**config.mk**
```make
export PLATFORM = sky130hd
export DESIGN_NAME = fifo
export DESIGN_NICKNAME = d
export VERILOG_FILES = /design/src/rtl/fifo.sv
export SDC_FILE = /design/constraint.sdc
export NUM_CORES = 1
export LEC_CHECK = 0
export CAP_MARGIN = 10
export CORE_MARGIN = 5
export CORE_UTILIZATION = 49
export CTS_CLUSTER_DIAMETER = 100
export DETAILED_ROUTE_END_ITERATION = 7
export DONT_BUFFER_PORTS = 1
export PLACE_DENSITY = 0.76
export SYNTH_ARGS = -nofsm -noshare
export SYNTH_HDL_FRONTEND = slang
export SYNTH_SLANG_ARGS = --single-unit
```
**constraint.sdc**
```tcl
create_clock -name clk -period 3.2 [get_ports clk]
set_clock_uncertainty 0.05 [all_clocks]
set_input_delay 0.64 -clock clk [delete_from_list [all_inputs] [get_ports clk]]
set_output_delay 0.64 -clock clk [all_outputs]
set_load 0.01 [all_outputs]
```
**src/rtl/fifo.sv**
```systemverilog
// Byte FIFO, 8 deep, with a nibble-serial write side: nibbles are paired
// low-then-high into bytes. Data_Out is registered and changes only on accepted reads.
module fifo (
  input  logic       clk,
  input  logic       rst,
  input  logic [3:0] Data_In,
  output logic [7:0] Data_Out,
  output logic       input_valid,
  output logic       output_valid,
  input  logic       input_enable,
  input  logic       output_enable
);

  typedef enum logic {PH_LO = 1'b0, PH_HI = 1'b1} phase_t;

  phase_t     r_phase;
  phase_t     w_phase_nxt;
  logic [7:0] r_mem [8];
  logic [2:0] r_wr_ptr;
  logic [2:0] r_rd_ptr;
  logic [3:0] r_count;
  logic [3:0] w_count_nxt;
  logic [3:0] r_hold;
  logic       w_wr;
  logic       w_rd;
  logic       w_byte;

  // A pending low nibble is not stored data, so both flags decode count only.
  assign input_valid  = (r_count != 4'd8);
  assign output_valid = (r_count != 4'd0);

  assign w_wr   = input_enable  & input_valid;
  assign w_rd   = output_enable & output_valid;
  assign w_byte = w_wr & (r_phase == PH_HI);

  always_comb begin
    w_phase_nxt = r_phase;
    w_count_nxt = r_count;
    if (w_wr) begin
      w_phase_nxt = (r_phase == PH_LO) ? PH_HI : PH_LO;
    end
    case ({w_byte, w_rd})
      2'b10:   w_count_nxt = r_count + 4'd1;
      2'b01:   w_count_nxt = r_count - 4'd1;
      default: w_count_nxt = r_count;
    endcase
  end

  always_ff @(posedge clk or posedge rst) begin
    if (rst) begin
      r_phase  <= PH_LO;
      r_count  <= '0;
      r_hold   <= '0;
      r_wr_ptr <= '0;
      r_rd_ptr <= '0;
      r_mem    <= '{default: '0};
      Data_Out <= '0;
    end else begin
      r_phase <= w_phase_nxt;
      r_count <= w_count_nxt;
      if (w_wr && (r_phase == PH_LO)) begin
        r_hold <= Data_In;
      end
      // Write and read slots never collide: a write at full and a read at empty are both refused.
      if (w_byte) begin
        r_mem[r_wr_ptr] <= {Data_In, r_hold};
        r_wr_ptr        <= r_wr_ptr + 3'd1;
      end
      if (w_rd) begin
        Data_Out <= r_mem[r_rd_ptr];
        r_rd_ptr <= r_rd_ptr + 3'd1;
      end
    end
  end

endmodule

```
==> results of run 1 <==
-- per-layer routing --
layer,global-route usage [%],up-vias,part of all wire [%]
met4,5.91,0,1.6
met3,3.32,12,4.1
li1,-,1057,-
met5,0,-,0
met2,25.8,38,45
met1,22.7,1155,49
-- where the power goes --
group / internal, mW / switching [mW] / total (mW)
sequential: 1.64 / 0.420 / 2.06
combinational: 0.956 / 0.751 / 1.71
clock: 0.462 / 0.389 / 0.850
-- Yosys cell counts (5+ instances only) --
| master | instances |
|---|---|
| a221o_1 | 8 |
| nand2_1 | 13 |
| o22ai_1 | 9 |
| ha_1 | 5 |
| o21ai_0 | 9 |
| mux2_2 | 79 |
| dfrtp_1 | 87 |
| mux2i_1 | 16 |
| xnor2_1 | 7 |
| mux2_4 | 8 |
-- critical path, stage by stage (launching register included) --
cell and delay (ns):
dfrtp_1 0.46, or4b_1 0.71, nand3_1 0.26, ha_1 0.30, xor2_1 0.12, ha_1 0.20
a21oi_1 0.14, xor2_1 0.16, nor2_1 0.07, xor2_1 0.14
-- final cells by class --
cell class | instances | share of cell area (%)
inverters | 2 | 0.201
well taps | 105 | 3.01
flip-flops and latches | 87 | 49.9
repair buffers | 8 | 1.38
multi-input cells | 184 | 40.4
clock buffers | 11 | 3.24
clock inverters | 5 | 1.87
-- logic make-up after synthesis --
family | after synthesis
buffers and inverters | 14
XOR/XNOR | 10
AO/OA/AOI/OAI | 28
flip-flops | 87
AND/OR/NAND/NOR | 38
multiplexers | 103
adder cells (fa/ha/maj) | 5
-- through the flow --
| stage | area (µm²) | hold WS [ns] | instances | worst slack, ns |
|---|---|---|---|---|
| global placement | 4140 | 0.425 | 386 | 0.609 |
| finish | 4360 | 0.171 | 402 | 0.488 |
| global route | 4360 | 0.219 | 402 | 0.285 |
| detailed placement | 4140 | 0.440 | 386 | 0.495 |
| CTS | 4360 | 0.185 | 402 | 0.483 |
| floorplan | 4010 | 0.401 | 285 | 0.260 |
-- placed cells by master, fill, tap and decap left out, drive strengths merged --
cell type | synthesis | routed
clkbuf | 3 | 11
clkinvlp | 0 | 1
or4 | 2 | 2
nand3b | 1 | 1
a21oi | 1 | 1
bufinv | 0 | 2
nand3 | 3 | 3
xnor2 | 7 | 7
nor3b | 1 | 1
nor2 | 6 | 6
buf | 9 | 8
xor2 | 3 | 3
o21ai | 9 | 9
ha | 5 | 5
a221o | 8 | 8
nor2b | 1 | 1
nor4 | 1 | 1
or4b | 1 | 1
nor3 | 4 | 4
mux2i | 16 | 16
mux2 | 87 | 87
clkinv | 0 | 3
nand2 | 14 | 14
nand2b | 3 | 3
inv | 2 | 1
dfrtp | 87 | 87
a32oi | 1 | 1
o22ai | 9 | 9
nand4 | 1 | 1
-- final timing paths --
path	endpoint	slack [ns]
min reg2reg	r_count[3]	0.45
max in group asynchronous	r_mem[23]	2.10
max	r_count[2]	0.49
max reg2reg	r_count[2]	0.49
min	r_count[0]	0.17
min in group clk	r_mem[63]	0.38
-- sequential cells by signal (all words and copies together), names as in the netlist --
register	cells
r_count	4
r_mem	64
r_phase	1
r_hold	4
Data_Out	8
r_rd_ptr	3
r_wr_ptr	3
==> results.md, run 1 <==
- Global-route usage over all layers: 16.4%
- Antenna diodes: 0
- Leakage power total: between 1.5 and 2 nW
- Total power: 4.61 mW
- Prevailing post-synth register cell: dfrtp_1
- Iteration-0 DRC Markers: 96
- Wire per inst: between 15 and 20 µm
- Mux contribution to synthesized area: approximately 30%
- Worst-Margin Slew: around 0.8 ns
- H-tree levels: 3
- Synth area leaders: dfrtp_1, mux2_2, mux2i_1, mux2_4, a221o_1
- Drt drc: 0
- DR pass1 iterations: 4
- Post-CTS sizing: 0
- Post-Syn Instances: around 290
- Synth Area in Compound Gates: 4.86%
- RR Startpoint: r_count[1]
- Setup crit start kind: flip-flop
- Clk Latency, worst-skew pair: 0.35 ns
- Maximum clock insertion buffer count: 2
- CTS Hold Bufs: 0
- Synth async-reset ratio: 100%
- Final #Nets: between 300 and 400
- Row count: 33
- Status: completed
- Max Fanout on Critical Path: 8
- Syn avg cell area: 14.1 µm²
- Number of enable flip-flop cells after synthesis: 0
- Core outline area: 0.00809 mm²
- Share of cells above drive strength 1: 40.7%
- CTS clk-pin slew, worst paths: ~0.09 ns
- TritonCTS clock tree: done
- CTS buffer count: 9
- Reg2reg path depth: 9
- Slew Limit Fails: 0
- Worst Path Arrival: 2.91 ns
- Root Buffer: clkbuf_8
- Max Fclk: approximately 370 MHz
- Post-DP HPWL: 5.16 mm
- Initial Utilization: between 40% and 50%
- Final Hold Fails: 0
- Netlist cell types: 34
- Synth Area in XOR/XNOR: 2.18%
- Clk sinks: 87
- Multi-input logic area: between 0.0015 and 0.002 mm²
- Initial antenna violation count: 0
- #FFs+latches synth: 87
- Top-area cell type share of the netlist area: 54.3%
- First-pass GRT wire length: 12.7 mm
- Crit share post-route: 84.7%
- Top Ports: 18
- Vias in the first global route: between 2000 and 2500
- CP startpoint: r_count[1]
- TNS Setup: 0 ns
- DR vias/cell: 5.63
- DIE AREA: 0.0101 mm²
- Critical path class: flip-flop to flip-flop
- Reg area: approximately 0.0022 mm²
- Post-Synth Adder-Cell Area: 1.56%
- Post-Synthesis Cell Area: 0.00401 mm²
- RSZ-0062 raised after global routing: false
- Sequential element share of the synthesized area: 54.3%
- Hold Path Class: input pin to asynchronous set/reset pin
- Finish-stage setup viols: 0
- Die W: 100 µm
- Total grt overflow: 0
- DR vias: 2262
- Fill cell count: approximately 680
- Required @ worst endpoint: about 3.4 ns
- Max-cap check violation count: 0
- Post-Synth Simple-Gate Area: 6.08%
- Post-CTS Repair Setup Buffers: 0
- Worst slew margin: between 40 and 50%
- Die Y: around 100 µm
- Largest net degree at the start of global routing: 38
- Synthesis-to-layout area growth: 8.64%
- Synth area leader: dfrtp_1
- Power Dens Cells: 1060 mW/mm²
- CP Capture Type: flip-flop
- Core Util, Final: between 50% and 60%
- Buffers on Ports: 0
- Largest family of logic cells by synthesized area: multiplexers
- GPL Wtd Cong: around 0.7
- Mapped Nets: a little under 300
- VDD IR max: 0.386 mV
- Post-route ant nets: 0
- Yosys Warn Count: 0
- Final WL: about 7.7 mm
- Post-route minimum period: ~2.7 ns
Power figures use the tool's default switching activity.
==> run 2: changes to the inputs <==
- clock period: 3.2 -> 2.6 ns (I/O delays scaled with it)
==> run 2 against run 1 <==
Net effect:
- register-to-register slack got worse by 0.33 ns
- clock power increased by 15%
- via count decreased by 0.84%
- combinational power increased by 22%
- utilization about the same
- final area about the same
- non-clock buffer count decreased by 1
- count of clock-buffer cells in the layout increased by 2
- largest cell class unchanged
==> results.md, run 2 (same netlist as run 1, synthesis figures left out) <==
- Post-CTS Repair Setup Buffers: 0 (unchanged)
- Initial antenna violation count: 0 (unchanged)
- Fill cell count: 679 (-0.44%)
- Post-route ant nets: 0 (unchanged)
- CTS clk-pin slew, worst paths: 0.08 ns (about the same)
- Final #Nets: 304 (-0.33%)
- TNS Setup: 0 ns (unchanged)
- Largest net degree at the start of global routing: 68 (+79%)
- Leakage power total: 1.92 nW (-0.54%)
- Top Registers: r_mem x64, Data_Out x8
- Reg2reg path depth: 10 (+1)
- Worst-Margin Slew: 0.827 ns (+0.0293 ns)
- Maximum clock insertion buffer count: 2 (unchanged)
- DR vias/cell: 5.59 (-0.59%)
- RR Startpoint: r_count[0]
- Post-route minimum period: 2.44 ns (-0.270 ns)
- CTS Hold Bufs: 0 (unchanged)
- Clk sinks: 87 (unchanged)
- Die Y: 100 µm (unchanged)
- Placed cells: 385 (-0.26%)
- Max Fclk: 410 MHz (+11%)
- First-pass GRT wire length: 12.2 mm (-3.4%)
- Die W: 100 µm (unchanged)
- Post-DP HPWL: 5.04 mm (-2.3%)
- TritonCTS clock tree: done
- Buffers on Ports: 0 (unchanged)
- RR Endpoint: r_count[2]
- Commonest non-fill, non-tap cell in the layout: dfrtp_1
- Max Fanout on Critical Path: 6 (-2)
- Top Ports: 18 (unchanged)
- Slew Limit Fails: 0 (unchanged)
- Antenna diodes: 0 (unchanged)
- Iteration-0 DRC Markers: 89 (-7.3%)
- CP Capture Type: flip-flop
- CP startpoint: r_count[0]
- VDD IR max: 0.491 mV (+27%)
- Drt drc: 0 (unchanged)
- RSZ-0062 raised after global routing: false
- Setup crit start kind: flip-flop
- Required @ worst endpoint: 2.78 ns (-0.62 ns)
- Vias in the first global route: 2379 (-2.1%)
- Finish-stage setup viols: 0 (unchanged)
- Final WL: 7.48 mm (-2.9%)
- Max reg flops: 64 (unchanged)
- H-tree levels: 3 (unchanged)
- Power Dens Cells: 1290 mW/mm² (+22%)
- Synthesis-to-layout area growth: 8.61% (about the same)
- Root Buffer: clkbuf_8
- Worst slew margin: 44.6% (-2.1 points)
- Initial Utilization: 49.6% (unchanged)
- DR vias: 2243 (-0.84%)
- Max-cap check violation count: 0 (unchanged)
- Fin cells: 401 (-0.25%)
- Crit share post-route: 93.9% (+9.2 points)
- Wire per inst: 18.7 µm (-2.6%)
- Global-route usage over all layers: 16.0% (-0.46 points)
- Status: completed
- GPL Wtd Cong: 0.759 (+5.2%)
- End of the critical path: r_count[2]
- Share of cells above drive strength 1: 41.6% (+0.81 points)
- Core outline area: 0.00809 mm² (unchanged)
- Reg area: 0.00218 mm² (+0.11%)
- CTS buffer count: 9 (unchanged)
- Row count: 33 (unchanged)
- Reg2reg setup slack: 0.16 ns (-0.33 ns)
- Post-CTS sizing: 0 (unchanged)
- DR pass1 iterations: 4 (unchanged)
- Final Hold Fails: 0 (unchanged)
- Hold Path Class: input pin to asynchronous set/reset pin
- DIE AREA: 0.0101 mm² (unchanged)
- Clk Latency, worst-skew pair: 0.35 ns (about the same)
- Commonest cells after routing, fill and taps aside: dfrtp_1, mux2_2, mux2i_1
- Worst Path Arrival: 2.62 ns (-0.29 ns)
- Total grt overflow: 0 (unchanged)
- Critical path class: flip-flop to flip-flop
- Multi-input logic area: 0.00176 mm² (+0.14%)
- Largest register by flop count: r_mem
-- run 2: how the worst min path moves through the flow --
stage / start / to / slack (ns) / depth (start not counted)
5_1_grt: rst / r_wr_ptr[1] / 0.04 / 1
4_1_cts: rst / r_mem[61] / 0.02 / 1
6_report: rst / r_mem[61] / 0.009 / 1
3_3_place_gp: rst / r_mem[61] / 0.38 / 1
2_1_floorplan: r_count[3] / r_count[3] / 0.40 / 1
3_5_place_dp: rst / r_mem[61] / 0.39 / 1
-- run 2: final cells by class --
type	instances	share of cell area [%]
clock buffer	13	3.88
clock inverter	3	0.919
inverter	2	0.258
multi-input combinational	184	40.4
sequential	87	50.0
tap	105	3.01
timing repair buffer	7	1.49
-- run 2: where the power goes --
group / switching (mW) / internal [mW] / total (mW)
logic: 0.901 / 1.18 / 2.09
registers: 0.532 / 2.02 / 2.55
clock network: 0.455 / 0.521 / 0.976
-- run 2: metal layers --
metal	vias up	track usage (%)	part of all wire, %
met1	1147	20.9	46
met4	0	7.98	1.9
met5	-	0	0
met2	33	24.9	48
met3	14	3.81	4.0
li1	1049	-	-
-- run 2: critical path: stages, from the launching register on --
cell     delay [ns]
dfrtp_2        0.44
or4_1          0.57
nand2_1        0.12
inv_1          0.09
ha_2           0.23
xor2_1         0.15
ha_1           0.17
a21oi_1        0.14
xor2_1         0.15
nor2_1         0.06
xor2_1         0.14
-- run 2: through the flow --
stage | hold WS, ns | cell area [µm²] | setup slack, ns | util [%] | power, mW
floorplan | 0.401 | 4020 | 0.0710 | - | 4.17
global placement | 0.383 | 4140 | 0.187 | 51.2 | 4.55
detailed placement | 0.395 | 4140 | 0.121 | 51.2 | 4.66
CTS | 0.0179 | 4350 | 0.0980 | 53.8 | 5.64
global route | 0.0439 | 4360 | 0.00142 | 53.8 | 5.97
finish | 0.00931 | 4360 | 0.158 | 53.8 | 5.61
==> run 3: changes to the inputs <==
- CTS_CLUSTER_SIZE: not set -> 12
==> results of run 3 <==
The final DEF is identical to that of run 2; final timing and power are the same.
